`config.mk`:
```
export PLATFORM = sky130hd
export DESIGN_NAME = sl_transmitter
export DESIGN_NICKNAME = d
export VERILOG_FILES = /design/src/rtl/sl_pkg.sv /design/src/rtl/sl_symbol_driver.sv /design/src/rtl/sl_transmitter.sv
export SDC_FILE = /design/constraint.sdc
export NUM_CORES = 1
export LEC_CHECK = 0
export ABC_AREA = 1
export BUFFER_PORTS_ARGS = -buffer_cell sky130_fd_sc_hd__buf_2
export CAP_MARGIN = 10
export CORE_MARGIN = 2
export CORE_UTILIZATION = 55
export DETAILED_ROUTE_END_ITERATION = 7
export GPL_TIMING_DRIVEN = 0
export PLACE_DENSITY = 0.74
export SLEW_MARGIN = 40
export SYNTH_ARGS = -nofsm -noshare
export SYNTH_HDL_FRONTEND = slang
export SYNTH_SLANG_ARGS = --single-unit
export TNS_END_PERCENT = 5
```
`constraint.sdc`:
```
create_clock -name clk -period 6.9 [get_ports clk]
set_input_delay 1.035 -clock clk [delete_from_list [all_inputs] [get_ports clk]]
set_output_delay 1.035 -clock clk [all_outputs]
set_load 0.01 [all_outputs]
```
`src/rtl/sl_pkg.sv`:
```
// Shared definitions for the SL transmitter: config/status field positions,
// FSM state and line symbol encodings, data-width limits and a mask helper.
package sl_pkg;

  // Config register fields
  localparam int unsigned CfgPinv = 0;
  localparam int unsigned CfgBql  = 1;
  localparam int unsigned CfgBqh  = 6;
  localparam int unsigned CfgMode = 7;
  localparam int unsigned CfgIrqm = 8;

  // Status register bits
  localparam int unsigned StatBsy = 0;
  localparam int unsigned StatTxd = 1;
  localparam int unsigned StatCrj = 2;

  // Legal data bit quantity range
  localparam int unsigned BqMin = 8;
  localparam int unsigned BqMax = 32;

  typedef enum logic [1:0] {StIdle, StLow, StGap, StDone} sl_state_e;

  typedef enum logic [1:0] {SymOne, SymZero, SymStop} sl_sym_e;

  // Mask with the low bq bits set; bq = 32 gives all ones.
  function automatic logic [31:0] bq_mask(input logic [5:0] bq);
    logic [63:0] m;
    m = (64'd1 << bq) - 64'd1;
    return m[31:0];
  endfunction

endpackage

```
`src/rtl/sl_symbol_driver.sv`:
```
// Drives one SL symbol onto the line pair: lines low for BitLowCycles
// according to the symbol, then both high for GapCycles.
// Ports:
//   clk_i, rst_i       clock, synchronous active-high reset
//   start_i, sym_i     start a symbol (sym_i uses sl_sym_e encoding)
//   zeroes_o, ones_o   registered line outputs, idle high
//   low_last_o         last cycle of the low phase
//   sym_done_o         last cycle of the gap; a start here gives back-to-back symbols
module sl_symbol_driver
  import sl_pkg::*;
#(
  parameter int unsigned BitLowCycles = 16,
  parameter int unsigned GapCycles    = 16
) (
  input  logic       clk_i,
  input  logic       rst_i,
  input  logic       start_i,
  input  logic [1:0] sym_i,
  output logic       zeroes_o,
  output logic       ones_o,
  output logic       low_last_o,
  output logic       sym_done_o
);

  localparam int unsigned CntMax = (BitLowCycles > GapCycles) ? BitLowCycles : GapCycles;
  localparam int unsigned CntW   = $clog2(CntMax);

  typedef enum logic [1:0] {PhIdle, PhLow, PhGap} phase_e;

  phase_e          phase_q, phase_d;
  logic [CntW-1:0] cnt_q, cnt_d;
  logic            zeroes_q, zeroes_d;
  logic            ones_q, ones_d;

  assign low_last_o = (phase_q == PhLow) && (cnt_q == CntW'(BitLowCycles - 1));
  assign sym_done_o = (phase_q == PhGap) && (cnt_q == CntW'(GapCycles - 1));
  assign zeroes_o   = zeroes_q;
  assign ones_o     = ones_q;

  always_comb begin
    phase_d  = phase_q;
    cnt_d    = cnt_q;
    zeroes_d = zeroes_q;
    ones_d   = ones_q;
    if (start_i) begin
      // A '1' pulls the ones line, a '0' the zeroes line, stop pulls both.
      phase_d  = PhLow;
      cnt_d    = '0;
      zeroes_d = (sym_i == SymOne);
      ones_d   = (sym_i == SymZero);
    end else begin
      unique case (phase_q)
        PhLow: begin
          if (low_last_o) begin
            phase_d  = PhGap;
            cnt_d    = '0;
            zeroes_d = 1'b1;
            ones_d   = 1'b1;
          end else begin
            cnt_d = cnt_q + 1'b1;
          end
        end
        PhGap: begin
          if (sym_done_o) begin
            phase_d = PhIdle;
            cnt_d   = '0;
          end else begin
            cnt_d = cnt_q + 1'b1;
          end
        end
        default: ;
      endcase
    end
  end

  always_ff @(posedge clk_i) begin
    if (rst_i) begin
      phase_q  <= PhIdle;
      cnt_q    <= '0;
      zeroes_q <= 1'b1;
      ones_q   <= 1'b1;
    end else begin
      phase_q  <= phase_d;
      cnt_q    <= cnt_d;
      zeroes_q <= zeroes_d;
      ones_q   <= ones_d;
    end
  end

endmodule

```
`src/rtl/sl_transmitter.sv`:
```
// SL word transmitter: accepts a word via valid/ready, sends BQ data bits
// LSB first, then an odd-parity bit (optionally inverted), then a stop symbol.
// Ports:
//   clk, rst                        clock, synchronous active-high reset
//   wr_config_w, wr_enable          config write
//   tx_data_w, tx_valid, tx_ready   word handshake
//   serial_line_zeroes/_ones        SL line pair, idle high
//   status_w                        [0] BSY, [1] TXD, [2] CRJ
//   r_config_w                      current config ([0] PINV, [6:1] BQ)
module sl_transmitter
  import sl_pkg::*;
#(
  parameter int unsigned BIT_LOW_CYCLES = 16,
  parameter int unsigned GAP_CYCLES     = 16,
  parameter logic [15:0] CFG_RESET      = 16'h0010
) (
  input  logic        clk,
  input  logic        rst,
  input  logic [15:0] wr_config_w,
  input  logic        wr_enable,
  input  logic [31:0] tx_data_w,
  input  logic        tx_valid,
  output logic        tx_ready,
  output logic        serial_line_zeroes,
  output logic        serial_line_ones,
  output logic [15:0] status_w,
  output logic [15:0] r_config_w
);

  sl_state_e   state_q, state_d;
  logic [15:0] cfg_q, cfg_d;
  logic [31:0] data_q, data_d;
  logic [5:0]  bq_q, bq_d;
  logic [5:0]  sym_cnt_q, sym_cnt_d;
  logic        par_q, par_d;
  logic        bsy_q, bsy_d;
  logic        txd_q, txd_d;
  logic        crj_q, crj_d;

  logic        accept;
  logic [5:0]  cur_bq;
  logic [5:0]  new_bq;
  logic [31:0] masked;
  logic        new_par;
  logic        cfg_ok;
  logic        start;
  sl_sym_e     sym;
  logic        low_last;
  logic        sym_done;

  // Symbol index: 0..bq-1 data, bq parity, bq+1 stop.
  function automatic sl_sym_e sym_for(input logic [5:0] idx, input logic [31:0] d,
                                      input logic p, input logic [5:0] bq);
    if (idx < bq) return d[idx[4:0]] ? SymOne : SymZero;
    else if (idx == bq) return p ? SymOne : SymZero;
    else return SymStop;
  endfunction

  assign tx_ready   = (state_q == StIdle);
  assign accept     = tx_ready && tx_valid;
  assign cur_bq     = cfg_q[CfgBqh:CfgBql];
  assign new_bq     = wr_config_w[CfgBqh:CfgBql];
  assign masked     = tx_data_w & bq_mask(cur_bq);
  assign new_par    = (~^masked) ^ cfg_q[CfgPinv];
  assign cfg_ok     = wr_enable && (state_q == StIdle) && !accept &&
                      (new_bq >= 6'(BqMin)) && (new_bq <= 6'(BqMax));
  assign status_w   = {13'd0, crj_q, txd_q, bsy_q};
  assign r_config_w = cfg_q;

  always_comb begin
    state_d   = state_q;
    cfg_d     = cfg_q;
    data_d    = data_q;
    bq_d      = bq_q;
    sym_cnt_d = sym_cnt_q;
    par_d     = par_q;
    bsy_d     = bsy_q;
    txd_d     = txd_q;
    crj_d     = crj_q;
    start     = 1'b0;
    sym       = SymStop;

    if (wr_enable) begin
      if (cfg_ok) begin
        cfg_d = wr_config_w;
        crj_d = 1'b0;
      end else begin
        crj_d = 1'b1;
      end
    end

    unique case (state_q)
      StIdle: begin
        if (accept) begin
          data_d    = masked;
          bq_d      = cur_bq;
          par_d     = new_par;
          sym_cnt_d = 6'd0;
          start     = 1'b1;
          sym       = sym_for(6'd0, masked, new_par, cur_bq);
          bsy_d     = 1'b1;
          txd_d     = 1'b0;
          state_d   = StLow;
        end
      end
      StLow: begin
        if (low_last) state_d = StGap;
      end
      StGap: begin
        if (sym_done) begin
          if (sym_cnt_q == bq_q + 6'd1) begin
            state_d = StDone;
          end else begin
            sym_cnt_d = sym_cnt_q + 6'd1;
            start     = 1'b1;
            sym       = sym_for(sym_cnt_q + 6'd1, data_q, par_q, bq_q);
            state_d   = StLow;
          end
        end
      end
      StDone: begin
        bsy_d   = 1'b0;
        txd_d   = 1'b1;
        state_d = StIdle;
      end
      default: state_d = StIdle;
    endcase
  end

  always_ff @(posedge clk) begin
    if (rst) begin
      state_q   <= StIdle;
      cfg_q     <= CFG_RESET;
      data_q    <= '0;
      bq_q      <= '0;
      sym_cnt_q <= '0;
      par_q     <= 1'b0;
      bsy_q     <= 1'b0;
      txd_q     <= 1'b0;
      crj_q     <= 1'b0;
    end else begin
      state_q   <= state_d;
      cfg_q     <= cfg_d;
      data_q    <= data_d;
      bq_q      <= bq_d;
      sym_cnt_q <= sym_cnt_d;
      par_q     <= par_d;
      bsy_q     <= bsy_d;
      txd_q     <= txd_d;
      crj_q     <= crj_d;
    end
  end

  sl_symbol_driver #(
    .BitLowCycles(BIT_LOW_CYCLES),
    .GapCycles   (GAP_CYCLES)
  ) u_driver (
    .clk_i     (clk),
    .rst_i     (rst),
    .start_i   (start),
    .sym_i     (sym),
    .zeroes_o  (serial_line_zeroes),
    .ones_o    (serial_line_ones),
    .low_last_o(low_last),
    .sym_done_o(sym_done)
  );

endmodule

```
# Word-level counts from Yosys, hierarchy flattened
# Index checks and enable logic that the tools add are counted.
[totals]
elab_cells = 112
in_bits = 52
register_bits = 74
out_inout_bits = 35
[op_classes]
addsub = 4
n_shift = 1
bitwise = 2
muxes = 42
n_reduce_logical = 27
order_cmp = 5
n_eq_ne = 17
[op_table]
columns = ["op", "n"]
rows = [
  ["$and 32x32->32", 1],
  ["$reduce_xnor 32->1", 1],
  ["$shl 1x6->32 const A", 1],
  ["$sub 32x1->32 const B", 1],
  ["$mux 2", 12],
  ["$mux 6", 3],
  ["$mux 1", 16],
  ["$add 6x1->6 const B", 2],
  ["$eq 6x6->1", 2],
  ["$pmux 6 s2", 1],
  ["$ne 2x2->1 const B", 5],
  ["$reduce_bool 2->1", 5],
  ["$reduce_and 3->1", 3],
  ["$mux 4", 2],
  ["$pmux 2 s2", 2],
  ["$pmux 2 s4", 1],
  ["$pmux 4 s2", 1],
  ["$reduce_and 2->1", 4],
  ["$logic_and 1x1->1", 7],
  ["$eq 2x1->1 const B", 3],
  ["$eq 2x2->1 const B", 3],
  ["$ge 6x4->1 const B", 1],
  ["$le 6x6->1 const B", 1],
  ["$logic_not 6->1", 1],
  ["15 further kinds", 19],
]

# Logic depth before layout (Yosys ltp)
[depth]
depth_word = 12
mapped_depth = 33
mapped_depth_nobuf = 32

# Hierarchy
# Synthesis repeated with hierarchy kept, for this count alone.
[unflattened]
hier_cells = 894
hier_area_um2 = 5532.8
[modules_own_cells]
columns = ["module", "area_each_um2", "seq_area_each_um2", "instances", "cells_each"]
rows = [
  ["sl_transmitter", 5086.1, 1321.3, 1, 829],
  ["sl_symbol_driver", 446.7, 160.2, 1, 65],
]

# Worst setup path before layout
# OpenSTA, ideal clock, no wires.
[synth_timing]
kind = "register to register"
start = "register cfg_q[6], in the netlist r_config_w[6]"
end = "register u_driver.zeroes_q, in the netlist u_driver.zeroes_o"
arrival_time_ns = 2.783
t_required_ns = 6.778
setup_time_ns = 0.122
period_less_slack_ns = 2.905
path_buffers = 1
setup_slack_ns = 3.995
path_stages_with_launch = 30
path_cell_list = "dfxtp_1 > nor2_4 > buf_6 > nand4_1 > ha_1 > nand2_1 > nor2_8 > nand3_4 > nor2_8 > nand2_1 > nand3_1 > nand2_1 > nand2_1 > nand2_1 > nand2_1 > inv_2 > nand2_2 > nand2_1 > nand2_1 > nand2_1 > nand2_1 > nand2_1 > nand2_1 > nand2_1 > nand2_1 > nand2_1 > nand3_1 > nand2_1 > nand2_1 > nand2_1"
[synth_between]
elab_chain_cells = 12
word_cells_on_any_way = 15
classes_between = "add/sub (1); order compare (1); shift (1); mux (7); bitwise (2); reduce/logical (3)"
[synth_lines]
columns = ["element", "line", "text"]
rows = [
  ["start, declared", "sl_transmitter.sv:31", "logic [15:0] cfg_q, cfg_d;"],
  ["start signal, assigned", "sl_transmitter.sv:143", "cfg_q <= cfg_d;"],
  ["$shl 1x6->32", "sl_pkg.sv:28", "m = (64'd1 << bq) - 64'd1;"],
  ["$sub 32x1->32", "sl_pkg.sv:28", ""],
  ["$and 32x32->32", "sl_transmitter.sv:63", "assign masked = tx_data_w & bq_mask(cur_bq);"],
  ["$reduce_xnor 32->1", "sl_transmitter.sv:64", "assign new_par = (~^masked) ^ cfg_q[CfgPinv];"],
  ["$xor 1x1->1", "sl_transmitter.sv:64", ""],
  ["$mux 1", "sl_transmitter.sv:55", "else if (idx == bq) return p ? SymOne : SymZero;"],
  ["$mux 2", "sl_transmitter.sv:55", ""],
  ["$mux 2 *", "sl_transmitter.sv:54", "if (idx < bq) return d[idx[4:0]] ? SymOne : SymZero;"],
  ["$mux 2 *", "sl_transmitter.sv:94", "if (accept) begin"],
  ["$pmux 2 s2 *", "sl_transmitter.sv:92", "unique case (state_q)"],
  ["$logic_not 2->1 *", "sl_symbol_driver.sv:49", "zeroes_d = (sym_i == SymOne);"],
  ["$mux 1 *", "sl_symbol_driver.sv:45", "if (start_i) begin"],
  ["end signal, assigned", "sl_symbol_driver.sv:85", "zeroes_q <= zeroes_d;"],
  ["end, declared", "sl_symbol_driver.sv:32", "logic zeroes_q, zeroes_d;"],
]
# Every way passes the cells marked *; elsewhere a longest branch is shown, timed or not.
# A chain may end at the register's enable or synchronous reset.

# Worst setup path after layout
[layout_timing]
start = "register cfg_q[4], in the netlist r_config_w[4]"
end = "register u_driver.ones_q, in the netlist u_driver.ones_o"
[layout_between]
elab_chain_cells = 12
word_cells_on_any_way = 15
classes_between = "add/sub (1); order compare (1); eq/ne (1); shift (1); mux (7); bitwise (2); reduce/logical (2)"
[layout_lines]
columns = ["element", "line", "text"]
rows = [
  ["$shl 1x6->32", "sl_pkg.sv:28", ""],
  ["$sub 32x1->32", "sl_pkg.sv:28", ""],
  ["$and 32x32->32", "sl_transmitter.sv:63", ""],
  ["$reduce_xnor 32->1", "sl_transmitter.sv:64", ""],
  ["$xor 1x1->1", "sl_transmitter.sv:64", ""],
  ["$mux 1", "sl_transmitter.sv:55", ""],
  ["$mux 2", "sl_transmitter.sv:55", ""],
  ["$mux 2 *", "sl_transmitter.sv:54", ""],
  ["$mux 2 *", "sl_transmitter.sv:94", ""],
  ["$pmux 2 s2 *", "sl_transmitter.sv:92", ""],
  ["$eq 2x1->1 *", "sl_symbol_driver.sv:50", "ones_d = (sym_i == SymZero);"],
  ["$mux 1 *", "sl_symbol_driver.sv:45", ""],
  ["end signal, assigned", "sl_symbol_driver.sv:86", "ones_q <= ones_d;"],
  ["end, declared", "sl_symbol_driver.sv:33", "logic ones_q, ones_d;"],
]
# Marks and branches as above.

==> results.json <==
{
  "ys_seq_area_frac": 0.275,
  "timing.rr.start": "r_config_w[4]$_SDFFE_PP1P_",
  "rsz0062_at_grt": "false",
  "routed_via_density": 5.50,
  "initial_core_util": 0.559,
  "postRouteAntennaNets": 0,
  "critPathKind": "register to register",
  "hold_class": "register to register",
  "p_int_w": 0.00102,
  "vias": 5911,
  "netlist.area_leader.share": 0.275,
  "cp_data_required_time_ns": 7.14,
  "gp_congestion": 1.00,
  "yosys_warnings": 0,
  "worstSetupEndpointType": "register",
  "synth_area_leaders": "dfxtp_1, nand2_1, nor2_1",
  "htree_levels": 3,
  "p_comb_frac": 0.502,
  "place_ws_ns": 3.31,
  "hpwl_um": 13000,
  "holdBufCountCts": 0,
  "stdcell_count": 1074,
  "skew_ns": 0.0111,
  "clk_pin_slew_ns": 0.08,
  "ios": 87,
  "fmax_mhz": 272,
  "cap_violations": 0,
  "status": "completed",
  "placed_cells": 1058,
  "slew_headroom": 0.595,
  "hold_viol": 0,
  "yosys.cell_count.top_type": "nand2_1",
  "synth_seq_cells": 74,
  "clkPwrFrac": 0.185,
  "antenna_found_initial": 0,
  "finalWorstSetupSlack_ns": 3.22,
  "core_sq_um": 9640,
  "num_rows": 36,
  "slew_viol_final": 0,
  "post_cts_buffers": 0,
  "clock-sinks": 74,
  "timing.hold.ws_ns": 0.466,
  "initialDrtViolationCount": 436,
  "cts_tree": "built",
  "synthCells": 841,
  "syn_area_sq_um": 5390,
  "final_nets": 1000,
  "p_leak_nw": 3.12,
  "r2r_slack_ns": 3.22,
  "cp_slowest_cell": "dfxtp_1",
  "setup_violations": 0,
  "ff2ff_path_depth": 28,
  "route.detailed.drc": 0,
  "wl_per_cell_um": 15.3,
  "fill_cells": 983,
  "synth_top_area_cell": "dfxtp_1",
  "synth_common_cells": "nand2_1, nor2_1, inv_1, dfxtp_1, nand3_1",
  "holdPathStages": 2,
  "dr.pass1.iters": 6,
  "die_area_sq_um": 10600,
  "cts_inserted_buffers": 9,
  "wl_um": 16500,
  "grt.total_usage": 0.309,
  "clk_path_buf_depth": 2,
  "finalCriticalPeriod_ns": 3.68,
  "vdd_ir_drop_max_mv": 0.142,
  "hold_end": "txd_q$_SDFFE_PP0P_",
  "min_period_over_period": 0.533,
  "cts_resized": 0,
  "synth_ff_type": "dfxtp_1",
  "arrival_ns": 3.92,
  "grt_pass1_vias": 5242,
  "switchingPower_w": 0.000873,
  "startpoint_type": "register",
  "antenna_cells": 0,
  "yosysUniqueCellTypes": 47,
  "netSwitchingFraction": 0.461,
  "drive_gt1_frac": 0.175,
  "grt_overflow": 0,
  "clk_latency_ns": 0.36,
  "grt_pass1_wl_um": 25400,
  "worst_pin_slew_ns": 0.608,
  "r2r-end": "u_driver.ones_o$_SDFFE_PP1P_",
  "slowest_delay_ns": 0.47,
  "grt_start_max_net_pins": 14,
  "finalSetupTns_ns": 0,
  "powerDensity_nw_per_um2": 306,
  "cp_max_fo": 10,
  "synth-async-reset-ratio": 0,
  "io_buffers": 72,
  "cpMostUsedCell": "nand2_1",
  "die_w_um": 103,
  "syn_to_final_growth_pct": 14.5,
  "fp.dieH_um": 103,
  "seqPwrFrac": 0.313,
  "root_buffer": "clkbuf_8",
  "syn_avg_cell_area_sq_um": 6.41,
  "worstHoldStart": "txd_q$_SDFFE_PP0P_",
  "synth-edff-count": 0
}
## state kept, by name, indices dropped and copies added, names as in the netlist
| signal | cells |
|---|---|
| bq_q | 6 |
| bsy_q | 1 |
| crj_q | 1 |
| data_q | 32 |
| par_q | 1 |
| r_config_w | 16 |
| state_q | 2 |
| sym_cnt_q | 6 |
| txd_q | 1 |
| u_driver.cnt_q | 4 |
| u_driver.ones_o | 1 |
| u_driver.phase_q | 2 |
| u_driver.zeroes_o | 1 |
## critical path, delay by kind of cell, from the launching register on
family | cells | cell delay (ns)
compound gates | 1 | 0.10
fa+ha+maj | 1 | 0.21
buf+inv | 3 | 0.42
flops | 1 | 0.47
simple gates | 23 | 2.35
## per-layer routing
layer | GRT usage | vias to the layer above | routed length, um
met5 | 0 | - | 0
met4 | 0.105 | 0 | 418
met3 | 0.0542 | 30 | 1320
met2 | 0.487 | 228 | 7530
met1 | 0.426 | 2703 | 7200
li1 | - | 2950 | -
## power groups by stage
stage,sequential (W),clock (W),combinational [W]
3_3_place_gp,0.000594,0,0.000901
3_5_place_dp,0.000598,0,0.000929
4_1_cts,0.000590,0.000349,0.000936
5_1_grt,0.000603,0.000363,0.00107
6_report,0.000592,0.000349,0.000950
2_1_floorplan,0.000588,0,0.000689
## how the worst max path moves through the flow
stage,from,slack (ns),endpoint,depth (start not counted)
floorplan,r_config_w[6]$_SDFFE_PP0P_,4.00,u_driver.zeroes_o$_SDFFE_PP1P_,29
global placement,r_config_w[4]$_SDFFE_PP1P_,3.40,u_driver.ones_o$_SDFFE_PP1P_,28
detailed placement,r_config_w[4]$_SDFFE_PP1P_,3.31,u_driver.ones_o$_SDFFE_PP1P_,28
CTS,r_config_w[4]$_SDFFE_PP1P_,3.28,u_driver.ones_o$_SDFFE_PP1P_,28
global route,r_config_w[4]$_SDFFE_PP1P_,2.90,u_driver.zeroes_o$_SDFFE_PP1P_,28
finish,r_config_w[4]$_SDFFE_PP1P_,3.22,u_driver.ones_o$_SDFFE_PP1P_,28
## area by class of cell
class                   instances  area (sq um)  share of cell area
plain buffers                  50           287              0.0464
clock buffers                  10           138              0.0223
clock inverters                 6          66.3              0.0107
inverters                      92           345              0.0559
multi-input cells             637          3330               0.539
flip-flops and latches         74          1480               0.240
well taps                     133           166              0.0270
repair buffers                 72           360              0.0584
## cells in the final DEF (no fill, tap or decap), types with 9 or more instances in the layout
cell / n
xor2_1: 12
nor2_2: 9
nor2_1: 102
inv_1: 84
nand3_1: 72
buf_4: 21
nand4_1: 31
buf_2: 76
conb_1: 13
nand2_1: 178
clkbuf_8: 10
a21oi_1: 59
o21ai_0: 70
clkbuf_1: 23
dfxtp_1: 74
ha_1: 12
## kinds of logic (layout without fill, tap and decap cells)
logic type | after synthesis | in the layout | share of synthesized area
xor gates and xnor gates | 19 | 19 | 0.0309
muxes | 4 | 4 | 0.00743
DFF | 74 | 74 | 0.275
buffers and inverters | 142 | 230 | 0.117
and+or+nand+nor | 430 | 430 | 0.378
other | 1 | 13 | 0.000696
AOI/OAI and AO/OA | 159 | 159 | 0.163
adders and majority gates | 12 | 12 | 0.0278
## per-stage QoR
stage / utilization / total power, W / area (sq um)
global placement: 0.619 / 0.00149 / 5960
CTS: 0.640 / 0.00188 / 6170
floorplan: - / 0.00128 / 5440
finish: 0.641 / 0.00189 / 6170
detailed placement: 0.619 / 0.00153 / 5960
global route: 0.641 / 0.00203 / 6170
Note: power is estimated with default switching activity, not from simulation.
